--- config.mk ---
export PLATFORM = sky130hd
export DESIGN_NAME = cp0_exc_unit
export DESIGN_NICKNAME = d
export VERILOG_FILES = /design/src/rtl/cp0_exc_unit.sv
export SDC_FILE = /design/constraint.sdc
export NUM_CORES = 1
export LEC_CHECK = 0
export BUFFER_PORTS_ARGS = -buffer_cell sky130_fd_sc_hd__buf_4
export CORE_MARGIN = 10
export CORE_UTILIZATION = 45
export CTS_CLUSTER_SIZE = 30
export DETAILED_ROUTE_END_ITERATION = 12
export GPL_ROUTABILITY_DRIVEN = 0
export HOLD_SLACK_MARGIN = 0.12
export MAX_ROUTING_LAYER = met4
export PLACE_DENSITY = 0.77
export SLEW_MARGIN = 0
export SYNTH_ARGS = -nofsm -noshare
export SYNTH_HDL_FRONTEND = slang
export SYNTH_SLANG_ARGS = --single-unit
--- constraint.sdc ---
create_clock -name clk -period 6.35 [get_ports clk]
set_input_delay 1.27 -clock clk [delete_from_list [all_inputs] [get_ports clk]]
set_output_delay 1.27 -clock clk [all_outputs]
set_load 0.05 [all_outputs]
--- src/rtl/cp0_exc_unit.sv ---
// CP0 precise-exception unit: fixed-priority cause selection, pipeline flush/redirect,
// and the Status/Cause/EPC/BadVAddr/Count/Compare registers with mfc0/mtc0 access.
module cp0_exc_unit (
    input  logic        clk,
    input  logic        rst,
    input  logic        valid,
    input  logic [31:0] pc,
    input  logic        in_delay_slot,
    input  logic        eret_flag,
    input  logic        syscall_flag,
    input  logic        break_flag,
    input  logic        ri_flag,
    input  logic        ov_flag,
    input  logic        adel_if,
    input  logic        adel_mem,
    input  logic        ades_mem,
    input  logic [31:0] mem_addr,
    input  logic [5:0]  hw_int,
    input  logic        cp0_we,
    input  logic [4:0]  cp0_waddr,
    input  logic [4:0]  cp0_raddr,
    input  logic [31:0] cp0_wdata,
    output logic [31:0] cp0_rdata,
    output logic        flush,
    output logic [31:0] exc_pc,
    output logic [31:0] status,
    output logic [31:0] cause,
    output logic [31:0] epc
);

    localparam logic [31:0] EXC_ENTRY    = 32'hBFC0_0380;
    localparam logic [31:0] STATUS_RESET = 32'h0040_0000;
    localparam logic [31:0] STATUS_WMASK = 32'h0000_FF03;
    localparam logic [4:0]  REG_BADVADDR = 5'd8;
    localparam logic [4:0]  REG_COUNT    = 5'd9;
    localparam logic [4:0]  REG_COMPARE  = 5'd11;
    localparam logic [4:0]  REG_STATUS   = 5'd12;
    localparam logic [4:0]  REG_CAUSE    = 5'd13;
    localparam logic [4:0]  REG_EPC      = 5'd14;

    logic [31:0] status_r;
    logic [31:0] epc_r;
    logic [31:0] badvaddr_r;
    logic [31:0] count_r;
    logic [31:0] compare_r;
    logic        tick_r;
    logic        bd_r;
    logic        ti_r;
    logic [7:0]  ip_r;
    logic [4:0]  exc_code_r;

    logic        int_req_s;
    logic        any_exc_s;
    logic        exc_s;
    logic        eret_s;
    logic        wr_ok_s;
    logic [4:0]  code_s;
    logic        bad_we_s;
    logic [31:0] bad_addr_s;

    assign int_req_s = status_r[0] & ~status_r[1] & (|(ip_r & status_r[15:8]));
    assign any_exc_s = int_req_s | adel_if | ri_flag | ov_flag | syscall_flag
                     | break_flag | adel_mem | ades_mem;
    assign exc_s     = valid & any_exc_s;
    assign eret_s    = valid & eret_flag & ~any_exc_s;
    // A same-cycle exception or eret squashes the mtc0 that rides with it.
    assign wr_ok_s   = cp0_we & ~exc_s & ~eret_s;

    assign flush  = (exc_s | eret_s) & ~rst;
    assign exc_pc = eret_s ? epc_r : EXC_ENTRY;
    assign status = status_r;
    assign cause  = {bd_r, ti_r, 14'd0, ip_r, 1'b0, exc_code_r, 2'b00};
    assign epc    = epc_r;

    // Fixed-priority cause selection and BadVAddr source.
    always_comb begin
        code_s     = 5'd0;
        bad_we_s   = 1'b0;
        bad_addr_s = pc;
        if (int_req_s) begin
            code_s = 5'd0;
        end else if (adel_if) begin
            code_s   = 5'd4;
            bad_we_s = 1'b1;
        end else if (ri_flag) begin
            code_s = 5'd10;
        end else if (ov_flag) begin
            code_s = 5'd12;
        end else if (syscall_flag) begin
            code_s = 5'd8;
        end else if (break_flag) begin
            code_s = 5'd9;
        end else if (adel_mem) begin
            code_s     = 5'd4;
            bad_we_s   = 1'b1;
            bad_addr_s = mem_addr;
        end else if (ades_mem) begin
            code_s     = 5'd5;
            bad_we_s   = 1'b1;
            bad_addr_s = mem_addr;
        end else begin
            code_s = 5'd0;
        end
    end

    // mfc0 read mux, reflecting registered state only.
    always_comb begin
        case (cp0_raddr)
            REG_BADVADDR: cp0_rdata = badvaddr_r;
            REG_COUNT:    cp0_rdata = count_r;
            REG_COMPARE:  cp0_rdata = compare_r;
            REG_STATUS:   cp0_rdata = status_r;
            REG_CAUSE:    cp0_rdata = cause;
            REG_EPC:      cp0_rdata = epc_r;
            default:      cp0_rdata = 32'd0;
        endcase
    end

    // Count/Compare timer and the sticky TI flag.
    always_ff @(posedge clk or posedge rst) begin
        if (rst) begin
            tick_r    <= 1'b0;
            count_r   <= 32'd0;
            compare_r <= 32'd0;
            ti_r      <= 1'b0;
        end else begin
            tick_r <= ~tick_r;
            if (wr_ok_s && (cp0_waddr == REG_COUNT)) begin
                count_r <= cp0_wdata;
            end else if (tick_r) begin
                count_r <= count_r + 32'd1;
            end
            if (wr_ok_s && (cp0_waddr == REG_COMPARE)) begin
                compare_r <= cp0_wdata;
                ti_r      <= 1'b0;
            end else if ((count_r == compare_r) && (compare_r != 32'd0)) begin
                ti_r <= 1'b1;
            end
        end
    end

    // Exception/eret side effects and mtc0 writes to Status, Cause and EPC.
    always_ff @(posedge clk or posedge rst) begin
        if (rst) begin
            status_r   <= STATUS_RESET;
            epc_r      <= 32'd0;
            badvaddr_r <= 32'd0;
            bd_r       <= 1'b0;
            ip_r       <= 8'd0;
            exc_code_r <= 5'd0;
        end else begin
            ip_r[7:2] <= {hw_int[5] | ti_r, hw_int[4:0]};
            if (exc_s) begin
                status_r   <= status_r | 32'h0000_0002;
                exc_code_r <= code_s;
                if (!status_r[1]) begin
                    bd_r  <= in_delay_slot;
                    epc_r <= in_delay_slot ? (pc - 32'd4) : pc;
                end
                if (bad_we_s) begin
                    badvaddr_r <= bad_addr_s;
                end
            end else if (eret_s) begin
                status_r <= status_r & ~32'h0000_0002;
            end else if (wr_ok_s) begin
                case (cp0_waddr)
                    REG_STATUS: status_r  <= (status_r & ~STATUS_WMASK) | (cp0_wdata & STATUS_WMASK);
                    REG_CAUSE:  ip_r[1:0] <= cp0_wdata[9:8];
                    REG_EPC:    epc_r     <= cp0_wdata;
                    default:    ;
                endcase
            end
        end
    end

endmodule

-- After elaboration in Yosys (flattened, before gate mapping)
Cells that the tools add are included.
- register bits after elaboration: 176
- memory bits (writable): 0
- bits in latches: 0
- bits of input ports: 125
- memory bits (read-only): 0
- memories: 0
- multipliers: 0
- reductions and logical operators: 17
- muxes and demuxes: 40
- div/mod/pow operators: 0
- equality and inequality tests: 14
- add/sub/neg operators: 2
- order comparisons: 0
- shift operators: 0
- bitwise logic cells: 25
- operators with widths (cell ; count):
    two-way mux 32 bit ; 17
    case mux 32 bit (6 select lines) ; 1
    equality test 5 x 4 -> 1 bit (second input constant) ; 11
    adder 32 x 1 -> 32 bit (second input constant) ; 1
    equality test 32 bit ; 1
    bitwise OR 32 x 16 -> 32 bit ; 1
    nonzero test 32 bit ; 1
    subtractor 32 x 3 -> 32 bit (second input constant) ; 1
    two-way mux 4 bit ; 5
    AND reduction 4 bit ; 3
    two-way mux 1 bit ; 10
    bitwise OR 1 bit ; 9
    bitwise AND 1 bit ; 8
    bitwise AND 8 bit ; 1
    two-way mux 2 bit ; 4
    nonzero test 2 bit ; 4
    OR reduction 8 bit ; 1
    two-way mux 3 bit ; 2
    NOT 1 bit ; 6
    AND reduction 2 bit ; 3
    nonzero test 3 bit ; 2
    two-way mux 5 bit ; 1
    inequality test 2 bit (second input constant) ; 2
    logical AND 1 bit ; 3

-- Longest topological paths before layout
Gate-level depths: netlist of run 1.
- word-level depth: 17
- gate-level depth with buffers: 8
- mapped depth without buffers: 7

-- Worst setup path before layout of run 1
No wires, ideal clock.
- path type: input to output
- start point: input rst
- end point: output flush
- stages on the path: 2
- arrival time: 5.176 ns
- path slack: -0.096 ns
- cells stage by stage: inv_1 o211a_1
- longest elaborated chain between the ends: 2
- ends and longest elaborated chain (item ; line ; text):
    from (decl) ; 5 ; input logic rst,
    NOT 1 bit ; 69 ; assign flush = (exc_s | eret_s) & ~rst;
    bitwise AND 1 bit ; 69 ;
    to (decl) ; 24 ; output logic flush,
Every way passes these cells.

-- Final worst setup path of run 1
- start point: input ri_flag
- end point: output exc_pc[4]
- longest elaborated chain between the ends: 9
- ends and longest elaborated chain (item ; line ; text):
    from (decl) ; 12 ; input logic ri_flag,
    bitwise OR 1 bit (3 in a row) ; 62 ; assign any_exc_s = int_req_s | adel_if | ri_flag | ov_flag | syscall_flag
    bitwise OR 1 bit (3 in a row) ; 63 ; | break_flag | adel_mem | ades_mem;
    NOT 1 bit ; 65 ; assign eret_s = valid & eret_flag & ~any_exc_s;
    bitwise AND 1 bit ; 65 ;
    two-way mux 32 bit ; 70 ; assign exc_pc = eret_s ? epc_r : EXC_ENTRY;
    to (decl) ; 25 ; output logic [31:0] exc_pc,
Every way passes these cells.

==> metrics.md, run 1 <==
| Metric | Value |
|---|---|
| Root Buffer | clkbuf_16 |
| CP arrival | about 3.6 ns |
| Compound-Gate Fraction of Synth Area | about 16% |
| Max clock buf depth | 2 |
| Synth Area in Simple Gates | approximately 18% |
| RSZ-0062 raised after global routing | no |
| # setup viols final | 0 |
| Final #Nets | 1315 |
| TritonRoute pass-1 iters | 9 |
| DRT antenna net count | 0 |
| Ys Warns | 0 |
| Mux share of post-synthesis cell area | a little under a tenth |
| Rows | 52 |
| CP Launch Type | primary input |
| Crit path max-delay family | simple AND/OR/NAND/NOR gates |
| CTS sink count | roughly 150 |
| Port Buffers | 245 |
| Crit Path Class | primary input to primary output |
| FFs w/ async S/R, synth | 100.0% |
| Routed len/inst | 24.30 um |
| Die Y | 163.5 um |
| GR Util met3 | under 10% |
| Flop pwr share | approximately two fifths |
| Worst-Margin Slew | ~1.1 ns |
| Largest net degree at the start of global routing | 155 |
| Met1 Usage GRT | between 30% and 40% |
| R2R setup slack | between 3 and 4 ns |
| Int Pwr | around 2.1 mW |
| Final hold viol count | 0 |
| CP cell instances | buf_4 -> or4_4 -> nor3_1 -> nand2_1 -> nor2_1 -> buf_4 -> and2_1 -> buf_4 |
| Combinational family with the most area after synthesis | simple AND/OR/NAND/NOR gates |
| Number of remaining DRC errors | 0 |
| Clock power frac | 30.2% |
| EDFF count, synth | 0 |
| Initial Util | approximately 46% |
| Via density | about 6.0 |
| Die width | approximately 160 um |
| Psw | about 1.3 mW |
| Reg-to-Reg Start | status[10] |
| Min-delay worst type | flip-flop to flip-flop |
| Area growth syn-to-layout | 27.21% |
| Sequential element share of the synthesized area | 41.34% |
| Fin Setup TNS | 0 ns |
| Pleak | about 5.4 nW |
| First-pass GRT wire length | roughly 53000 um |
| Slew headroom | 24.35% |
| Final Skew | between 0.01 and 0.015 ns |
| CTS buffer count | 17 |
| GRT Overall Usage | 26.65% |
| Post-Synth Adder-Cell Area | 0.2702% |
| CP endpoint | exc_pc[4] |
| Number of hold buffers added after CTS | 0 |
| Vias | just under 9k |
| Max incr delay on CP | between 0.5 and 0.6 ns |
| Antenna violations before repair | 1 |
| Most frequent CP cell | buf_4 |
| DP Area | about 11000 um2 |
| Final worst-path cycle share | roughly three quarters |
| Ys flop type | dfrtp_1 |
| Global-route met2 utilization | between 40% and 50% |
| Share of layout cells above drive strength 1 | slightly above 30% |
| CP max FO | 20 |
| H-tree levels | 4 |
| WHS | ~0.48 ns |
| DRT iter0 DRCs | approximately 1.2k |
| Bufs and invs on worst path | 3 |
| Setup bufs post-CTS | 0 |
| Worst Reg-to-Reg Cells | 6 |
| Xor and xnor area share after synthesis | under 10% |
| CTS tree | done |
| Total routed wirelength | about 36000 um |
| Syn Area/Cell | 9.489 um2 |
| Slowest-stage cell, CP | or4_4 |
| Vias in the first global route | slightly below 9k |
| Most Crowded Layer GR | met2 |
| Ports | roughly 290 |
| Net Sw Frac | 38.29% |
| Crit. End Element | primary output |
| Cell count after synthesis | between 900 and 1k |
| Post-DP HPWL | 27500 um |
| Clock latency on the worst-skew pair | ~0.43 ns |
| Remaining Overflow, GRT | 0 |
| Worst IR drop on VDD | ~210 uV |
| Mapped cell area | between 9000 and 10000 um2 |
| Core area | slightly above 20000 um2 |
| Min cycle time layout | 4.850 ns |
| Cts repair resizes | 0 |
| MaxCap Viol Count | 0 |
| Register bit total from synthesis | about 150 |
| Die ar. | 26720 um2 |
| Unique masters post-synth | 56 |
| F_max | 206.2 MHz |
| Outcome | complete, no violations |
| Logic pwr share | 28.4% |
| Final instance area | approximately 12000 um2 |
| Worst Path Required | 5.08 ns |
| Critical path depth | 8 |
| Final Max Slew Viols | 0 |
| Crit. Startpoint | ri_flag |
| RR Endpoint | epc[5] |
| Pwr per Cell Area | about 290 nW/um2 |
| Clock transition at path regs | approximately 0.060 ns |
layout make-up:
| class | count | area [um2] |
|---|---|---|
| Fill cell | 1783 | 8453 |
| Multi-Input combinational cell | 733 | 4955 |
| Sequential cell | 153 | 3829 |
| Timing Repair Buffer | 262 | 1979 |
| Clock buffer | 20 | 446.7 |
| Tap cell | 270 | 337.8 |
| Clock inverter | 12 | 148.9 |
| Inverter | 21 | 82.58 |
| Antenna cell | 1 | 2.502 |
per-stage QoR:
| stage | util (%) | std cells | setup slack, ns | power [mW] |
|---|---|---|---|---|
| 2_1_floorplan | - | 1014 | 0.9440 | 2.017 |
| 3_3_place_gp | 55.27 | 1439 | 1.636 | 2.394 |
| 3_5_place_dp | 55.27 | 1439 | 1.539 | 2.412 |
| 4_1_cts | 58.21 | 1471 | 1.531 | 3.452 |
| 5_1_grt | 58.22 | 1472 | 1.332 | 3.577 |
| 6_report | 58.22 | 1472 | 1.500 | 3.463 |
power groups by stage:
stage                     clock [mW]  sequential, mW  combinational [mW]
after CTS                       1.05            1.42               0.982
after global routing            1.08            1.45                1.05
after global placement             0            1.43               0.963
after detailed placement           0            1.43               0.981
final                           1.04            1.43               0.985
after floorplan                    0            1.51               0.506
placed cells by master, fill, tap and decap left out, drive strengths merged, types with 5 or more instances in the layout:
master,netlist,layout
conb,2,40
and4,5,5
nor2,33,33
a21oi,7,7
a221oi,11,11
nor3,22,22
clkinvlp,0,5
inv,21,21
a222oi,6,6
mux2i,34,34
o21ai,69,69
mux2,44,44
or4,7,7
nand3,25,25
o211ai,5,5
a22oi,64,64
nand2,127,127
nand2b,5,5
buf,51,262
o221a,20,20
clkbuf,56,20
dfrtp,153,153
and3,6,6
xor2,30,30
xnor2,58,58
or3,13,13
nand4,28,28
and2,15,15
a22o,7,7
nor4,23,23
state kept, by name (all words and copies together) (netlist names):
| name | count |
|---|---|
| bd_r | 1 |
| count_r | 32 |
| badvaddr_r | 32 |
| exc_code_r | 4 |
| epc | 32 |
| status | 10 |
| compare_r | 32 |
| ti_r | 1 |
| tick_r | 1 |
| ip_r | 8 |
worst min-delay path by stage:
stage	end	depth (start not counted)	startpoint	slack (ns)
2_1_floorplan	badvaddr_r[2]	2	badvaddr_r[2]	0.45
3_3_place_gp	badvaddr_r[14]	2	badvaddr_r[14]	0.46
3_5_place_dp	badvaddr_r[31]	2	badvaddr_r[31]	0.47
4_1_cts	badvaddr_r[31]	2	badvaddr_r[31]	0.48
5_1_grt	badvaddr_r[31]	2	badvaddr_r[31]	0.54
6_report	badvaddr_r[31]	2	badvaddr_r[31]	0.48
Yosys cell counts (5+ instances only):
cell type | count | area [um2]
a22o_1 | 7 | 61.31
nand2b_1 | 5 | 31.28
buf_2 | 6 | 30.03
o21ai_0 | 67 | 335.3
a222oi_1 | 6 | 60.06
mux2_2 | 43 | 484.2
dfrtp_1 | 153 | 3829
or4_1 | 6 | 45.04
nand4_1 | 28 | 175.2
and2_1 | 15 | 93.84
a221oi_1 | 11 | 96.34
inv_1 | 21 | 78.83
xor2_1 | 30 | 262.8
nand2_1 | 127 | 476.7
buf_4 | 42 | 315.3
nand3_1 | 25 | 125.1
and4_1 | 5 | 43.79
a21oi_1 | 7 | 35.03
xnor2_1 | 58 | 508.0
nor2_1 | 33 | 123.9
and3_1 | 6 | 37.54
a22oi_1 | 64 | 480.5
nor4_1 | 22 | 137.6
clkbuf_1 | 56 | 210.2
nor3_1 | 21 | 105.1
mux2i_1 | 34 | 340.3
o221a_2 | 20 | 225.2
or3_1 | 13 | 81.33
routing by layer:
metal	routed length, um	vias up
li1	-	3893
met1	13710	4241
met2	16780	600
met3	4166	91
met4	1125	0
met5	0	-
cells by family after synthesis:
kind of cell    after synthesis
compound gates              201
mux                          78
xor+xnor                     88
buf+inv                     128
flops                       153
other cells                   2
fa+ha+maj                     2
simple gates                324
worst register-to-register path, cell delays in order (launching register included):
cell,delay (ns)
dfrtp_1,0.43
a22o_1,0.29
o41ai_4,0.86
a21oi_2,0.10
buf_4,0.29
nand2b_1,0.59
o221a_2,0.44
Note: power is estimated with default switching activity, not from simulation.
==> run 2, diff against run 1 <==
Settings changed: ABC_AREA set to 1, PLACE_DENSITY 0.77 to 0.75.
Clock period 6.35 ns to 4.8 ns, I/O delays scaled along.
==> metrics.md, run 2 <==
| Metric | Value |
|---|---|
| Final Max Slew Viols | 0 |
| Root Buffer | clkbuf_16 |
| Max clock buf depth | 2 |
| Hold Crit Start | badvaddr_r[31] |
| Most frequent cells after synthesis | nand2_1, inv_1, dfrtp_1, nand3_1, nor2_1 |
| Port Buffers | between 200 and 250 |
| MaxCap Viol Count | 0 |
| Max incr delay on CP | around 0.50 ns |
| DRT antenna net count | 0 |
| Pre-CTS WS | between 0.9 and 1 ns |
| Fin Setup TNS | 0 ns |
| Setup slack after layout | 0.8632 ns |
| Final #Nets | around 1.9k |
| CTS buffer count | 17 |
| Cell count after synthesis | between 1.5k and 2k |
| Hold Path Cell Cnt | 2 |
| Register area | approximately 3800 um2 |
| Slew headroom | between 20 and 30% |
| Min cycle time layout | 3.937 ns |
| Register bit total from synthesis | around 150 |
| Number of hold buffers added after CTS | 0 |
| Via density | 5.821 |
| Syn Area/Cell | 6.691 um2 |
| DRT iter0 DRCs | between 1.5k and 2k |
| EDFF count, synth | 0 |
| Crit Path Class | primary input to primary output |
| CP arrival | just under 3 ns |
| Die Y | 175.1 um |
| Most frequent CP cell | buf_4 |
| Flop pwr share | between 30% and 40% |
| Number of remaining DRC errors | 0 |
| Clock latency on the worst-skew pair | 0.44 ns |
| H-tree levels | 4 |
| Die ar. | between 30000 and 40000 um2 |
| Crit. End Element | primary output |
| RR Endpoint | count_r[0] |
| Share of layout cells above drive strength 1 | between 15 and 20% |
| Logic pwr share | 30.4% |
| Int Pwr | 2.631 mW |
| Most common cell in the netlist | nand2_1 |
| RSZ-0062 raised after global routing | no |
| Post-DP HPWL | around 35000 um |
| Worst IR drop on VDD | between 200 and 250 uV |
| FFs w/ async S/R, synth | 100.0% |
| Pwr per Cell Area | 333.2 nW/um2 |
| Most frequent cells in the layout | nand2_1, buf_4, inv_1, dfrtp_1, nand3_1 |
| Final worst-path cycle share | between 80% and 90% |
| CTS tree | done |
| F_max | approximately 250 MHz |
| Largest net degree at the start of global routing | ~150 |
| Worst Path Required | 3.84 ns |
| Core area | roughly 24000 um2 |
| Slowest-stage cell, CP | nand3_1 |
| Fill cell count | about 2.3k |
| CP max FO | 20 |
| Vias in the first global route | 11.91k |
| CP Launch Type | primary input |
| Most common cell after layout, fill and taps aside | nand2_1 |
| Initial Util | a little under half |
| Multi-input logic area | a little under 6000 um2 |
| Final Skew | approximately 0.01 ns |
| GRT Overall Usage | 29.90% |
| Clock power frac | between 20% and 30% |
| Clock transition at path regs | around 0.060 ns |
| First-pass GRT wire length | approximately 70000 um |
| WHS Endpoint | badvaddr_r[31] |
| Min-delay worst type | flip-flop to flip-flop |
| Antenna violations before repair | 1 |
| Unique masters post-synth | 47 |
| TritonRoute pass-1 iters | 6 |
| CP cell instances | buf_4 -> nor3_1 -> nand3_1 -> buf_4 -> o2111ai_1 -> buf_4 |
| Cts repair resizes | 0 |
| Ys flop type | dfrtp_1 |
| Rows | 56 |
| Reg-to-Reg Start | status[14] |
| Final hold viol count | 0 |
| Sequential element share of the synthesized area | between 30% and 40% |
| Ys Warns | 0 |
| Vias | between 10k and 15k |
| Cell taking the most area after synthesis | dfrtp_1 |
| Total routed wirelength | roughly 46000 um |
| Mapped cell area | about 11000 um2 |
| Area growth syn-to-layout | 22.15% |
| Setup bufs post-CTS | 0 |
| Net Sw Frac | slightly above 40% |
| Remaining Overflow, GRT | 0 |
| Worst-Margin Slew | 1.119 ns |
| Share of the synthesized area in the top cell type | 35.37% |
| CTS sink count | approximately 150 |
| Ports | 286 |
| # setup viols final | 0 |
| Routed len/inst | approximately 22 um |
| Pleak | approximately 6.7 nW |
| Leading post-synthesis cells by cell area | dfrtp_1, nand2_1, nand3_1 |
| Worst Reg-to-Reg Cells | 10 |
| Die width | 175.1 um |
| Psw | approximately 1.8 mW |
| Outcome | complete, no violations |
| R2R setup slack | about 1.6 ns |
-- run 2: area by class of cell --
type	instances	area share (%)
clock inverter	10	0.7192
sequential	153	28.96
multi-input combinational	1227	44.44
antenna	1	0.01893
clock buffer	22	3.511
tap	319	3.019
timing repair buffer	258	14.74
inverter	161	4.599
-- run 2: cells by family after synthesis --
| group | Yosys count | synth area share, % |
|---|---|---|
| flip-flops | 153 | 35.37 |
| other | 2 | 0.06937 |
| AO/OA/AOI/OAI | 206 | 11.93 |
| AND/OR/NAND/NOR | 934 | 37.03 |
| buffers and inverters | 276 | 11.73 |
| XOR/XNOR | 45 | 3.641 |
| adder cells (fa/ha/maj) | 2 | 0.2311 |
-- run 2: worst max path at each step --
| stage | cells past startpoint | startpoint | end | slack (ns) |
|---|---|---|---|---|
| finish | 6 | cp0_raddr[2] | cp0_rdata[3] | 0.86 |
| global route | 8 | ri_flag | exc_pc[8] | 0.85 |
| CTS | 8 | ri_flag | exc_pc[8] | 0.95 |
| detailed placement | 8 | ri_flag | exc_pc[8] | 0.95 |
| global placement | 8 | cp0_raddr[2] | cp0_rdata[31] | 1.00 |
| floorplan | 4 | cp0_raddr[2] | cp0_rdata[4] | 1.32 |
-- run 2: routing by layer --
metal	global-route usage [%]	vias up	part of all wire (%)
li1	-	5602	-
met1	36.75	5723	38
met2	45.25	1018	44
met3	7.825	179	12
met4	13.81	0	5.7
met5	-	-	0
-- run 2: critical path, delay by kind of cell --
family | cells | cell delay [ns]
and+or+nand+nor | 2 | 0.86
AOI/OAI and AO/OA | 1 | 0.36
buffers and inverters | 3 | 0.79
-- run 2: through the flow --
stage / cells / utilization [%] / hold WS (ns) / power, mW / cell area [um2]
2_1_floorplan: 1656 / - / 0.4533 / 2.568 / 10970
3_3_place_gp: 2118 / 53.78 / 0.4869 / 3.042 / 12660
3_5_place_dp: 2118 / 53.78 / 0.4979 / 3.061 / 12660
4_1_cts: 2150 / 56.15 / 0.5124 / 4.360 / 13220
5_1_grt: 2151 / 56.17 / 0.5407 / 4.569 / 13220
6_report: 2151 / 56.17 / 0.5095 / 4.406 / 13220
-- run 2: power by group through the flow --
stage | registers [mW] | logic [mW] | clock network (mW)
after floorplan | 1.82 | 0.746 | 0
after global placement | 1.75 | 1.29 | 0
after detailed placement | 1.75 | 1.31 | 0
after CTS | 1.73 | 1.32 | 1.31
after global routing | 1.76 | 1.44 | 1.37
final | 1.75 | 1.34 | 1.32
==> run 3, diff against run 2 <==
Settings changed: ABC_AREA 1 to 0, PLACE_DENSITY 0.75 to 0.77.
Clock period 4.8 ns to 4 ns, I/O delays scaled along.
==> metrics.md, run 3 (synthesized netlist as in run 1, its figures left out) <==
| Metric | Value |
|---|---|
| Outcome | complete, no violations |
| Via density | between 6 and 7 |
| F_max | roughly 260 MHz |
| Worst-Margin Slew | approximately 1.2 ns |
| Pwr per Cell Area | approximately 470 nW/um2 |
| Vias in the first global route | roughly 8.9k |
| CP max FO | 15 |
| Pre-CTS WS | about 0.39 ns |
| Vias | a little under 9k |
| DRT iter0 DRCs | between 1k and 1.5k |
| H-tree levels | 4 |
| GRT Overall Usage | between 20% and 30% |
| Die Y | between 150 and 200 um |
| Clock transition at path regs | 0.07 ns |
| Final worst-path cycle share | a little over nine tenths |
| Final Max Slew Viols | 0 |
| Worst IR drop on VDD | about 290 uV |
| Max clock buf depth | 2 |
| Most frequent cells in the layout | buf_4, dfrtp_1, nand2_1, o21ai_0, a22oi_1 |
| Initial Util | ~46% |
| Pleak | ~5.5 nW |
| Clock power frac | a little under a third |
| Port Buffers | about 250 |
| Area growth syn-to-layout | 28.17% |
| Remaining Overflow, GRT | 0 |
| Number of hold buffers added after CTS | 0 |
| Min-delay worst type | primary input to flip-flop |
| Root Buffer | clkbuf_16 |
| Fin Setup TNS | 0 ns |
| Die width | 163.5 um |
| # setup viols final | 0 |
| CTS sink count | ~150 |
| Post-DP HPWL | 27510 um |
| Final core utilization | 58.66% |
| Int Pwr | 3.448 mW |
| Pwr Total | between 5 and 6 mW |
| CTS tree | done |
| Die ar. | 26720 um2 |
| CTS buffer count | 17 |
| Min cycle time layout | roughly 3.8 ns |
| Share of layout cells above drive strength 1 | a little under a third |
| Psw | approximately 2.1 mW |
| Antenna violations before repair | 0 |
| TritonRoute pass-1 iters | 6 |
| CP arrival | roughly 3.0 ns |
| Routed len/inst | ~24 um |
| Final #Nets | roughly 1.3k |
| Net Sw Frac | between 30% and 40% |
| Largest net degree at the start of global routing | roughly 150 |
| Total routed wirelength | 35970 um |
| Core area | 20230 um2 |
| DRT antenna net count | 0 |
| Fill cell count | about 1.8k |
| Cts repair resizes | 0 |
| Antenna Cells | 0 |
| Ports | ~290 |
| WHS | 0.4734 ns |
| Logic pwr share | 28.2% |
| Most common cell after layout, fill and taps aside | buf_4 |
| Final Skew | roughly 0.0078 ns |
| CP Launch Type | flip-flop |
| Setup bufs post-CTS | 0 |
| Crit Path Class | flip-flop to primary output |
| MaxCap Viol Count | 0 |
| Crit. End Element | primary output |
| First-pass GRT wire length | 53710 um |
| Rows | 52 |
| Flop pwr share | between 40 and 50% |
| Worst Path Required | approximately 3.2 ns |
| Slew headroom | approximately a fifth |
| Final hold viol count | 0 |
| Number of remaining DRC errors | 0 |
| Clock latency on the worst-skew pair | 0.43 ns |
| Setup slack after layout | 0.1735 ns |
| RSZ-0062 raised after global routing | no |
==> run 3: cell types whose count changed in the layout (fill, tap and decap cells not counted), moves of 20 or more <==
cell / delta
nand2_1: -416
nor2_1: -90
mux2_2: +43
nand3_1: -125
a21oi_1: -35
o221a_2: +20
inv_1: -133
o22ai_1: -26
mux2i_1: +34
o211ai_1: -25
a22oi_1: +52
xnor2_1: +42
==> run 3: worst max-delay path, stage by stage (launching register included) <==
cell and delay, ns:
dfrtp_1 0.51, a22o_1 0.27, o41ai_4 0.08, o21ai_1 0.92
nor2_1 0.18, buf_4 0.26, and2_1 0.18, buf_4 0.19
==> run 3: layout make-up <==
| type | instances | area [um2] | share of cell area, % |
|---|---|---|---|
| clock buffer | 17 | 425.4 | 3.584 |
| clock inverter | 14 | 196.4 | 1.655 |
| inverter | 21 | 82.58 | 0.6957 |
| multi-input combinational | 733 | 4955 | 41.74 |
| sequential | 153 | 3829 | 32.25 |
| tap | 270 | 337.8 | 2.846 |
| timing repair buffer | 269 | 2044 | 17.22 |
==> run 3: per-layer routing <==
| metal | up-vias | routed length [um] | track usage, % |
|---|---|---|---|
| li1 | 3901 | - | - |
| met1 | 4287 | 13400 | 34.01 |
| met2 | 604 | 16840 | 40.68 |
| met3 | 90 | 4430 | 6.595 |
| met4 | 0 | 1298 | 11.13 |
| met5 | - | 0 | - |
==> run 3: power groups by stage <==
| stage | clock [mW] | combinational, mW | sequential [mW] |
|---|---|---|---|
| after floorplan | 0 | 0.804 | 2.40 |
| final | 1.73 | 1.58 | 2.28 |
| after global placement | 0 | 1.54 | 2.27 |
| after detailed placement | 0 | 1.57 | 2.27 |
| after global routing | 1.79 | 1.67 | 2.30 |
| after CTS | 1.74 | 1.58 | 2.25 |
==> run 3: path summary, 6_finish.rpt <==
check / start / end / slack, ns / cells past startpoint
hold reg to reg: badvaddr_r[30] / badvaddr_r[30] / 0.49 / 2
setup reg to reg: ip_r[4] / epc[20] / 1.31 / 7
setup / recovery: ip_r[4] / exc_pc[17] / 0.17 / 7
hold / removal: hw_int[1] / ip_r[3] / 0.47 / 1
min in group asynchronous: rst / ip_r[0] / 0.64 / 3
max in group asynchronous: rst / badvaddr_r[25] / 2.72 / 3
==> run 3: through the flow <==
stage / cells / instance area (um2)
after floorplan: 1014 / 9408
after global placement: 1446 / 11250
after detailed placement: 1446 / 11250
after CTS: 1477 / 11870
after global routing: 1477 / 11870
final: 1477 / 11870
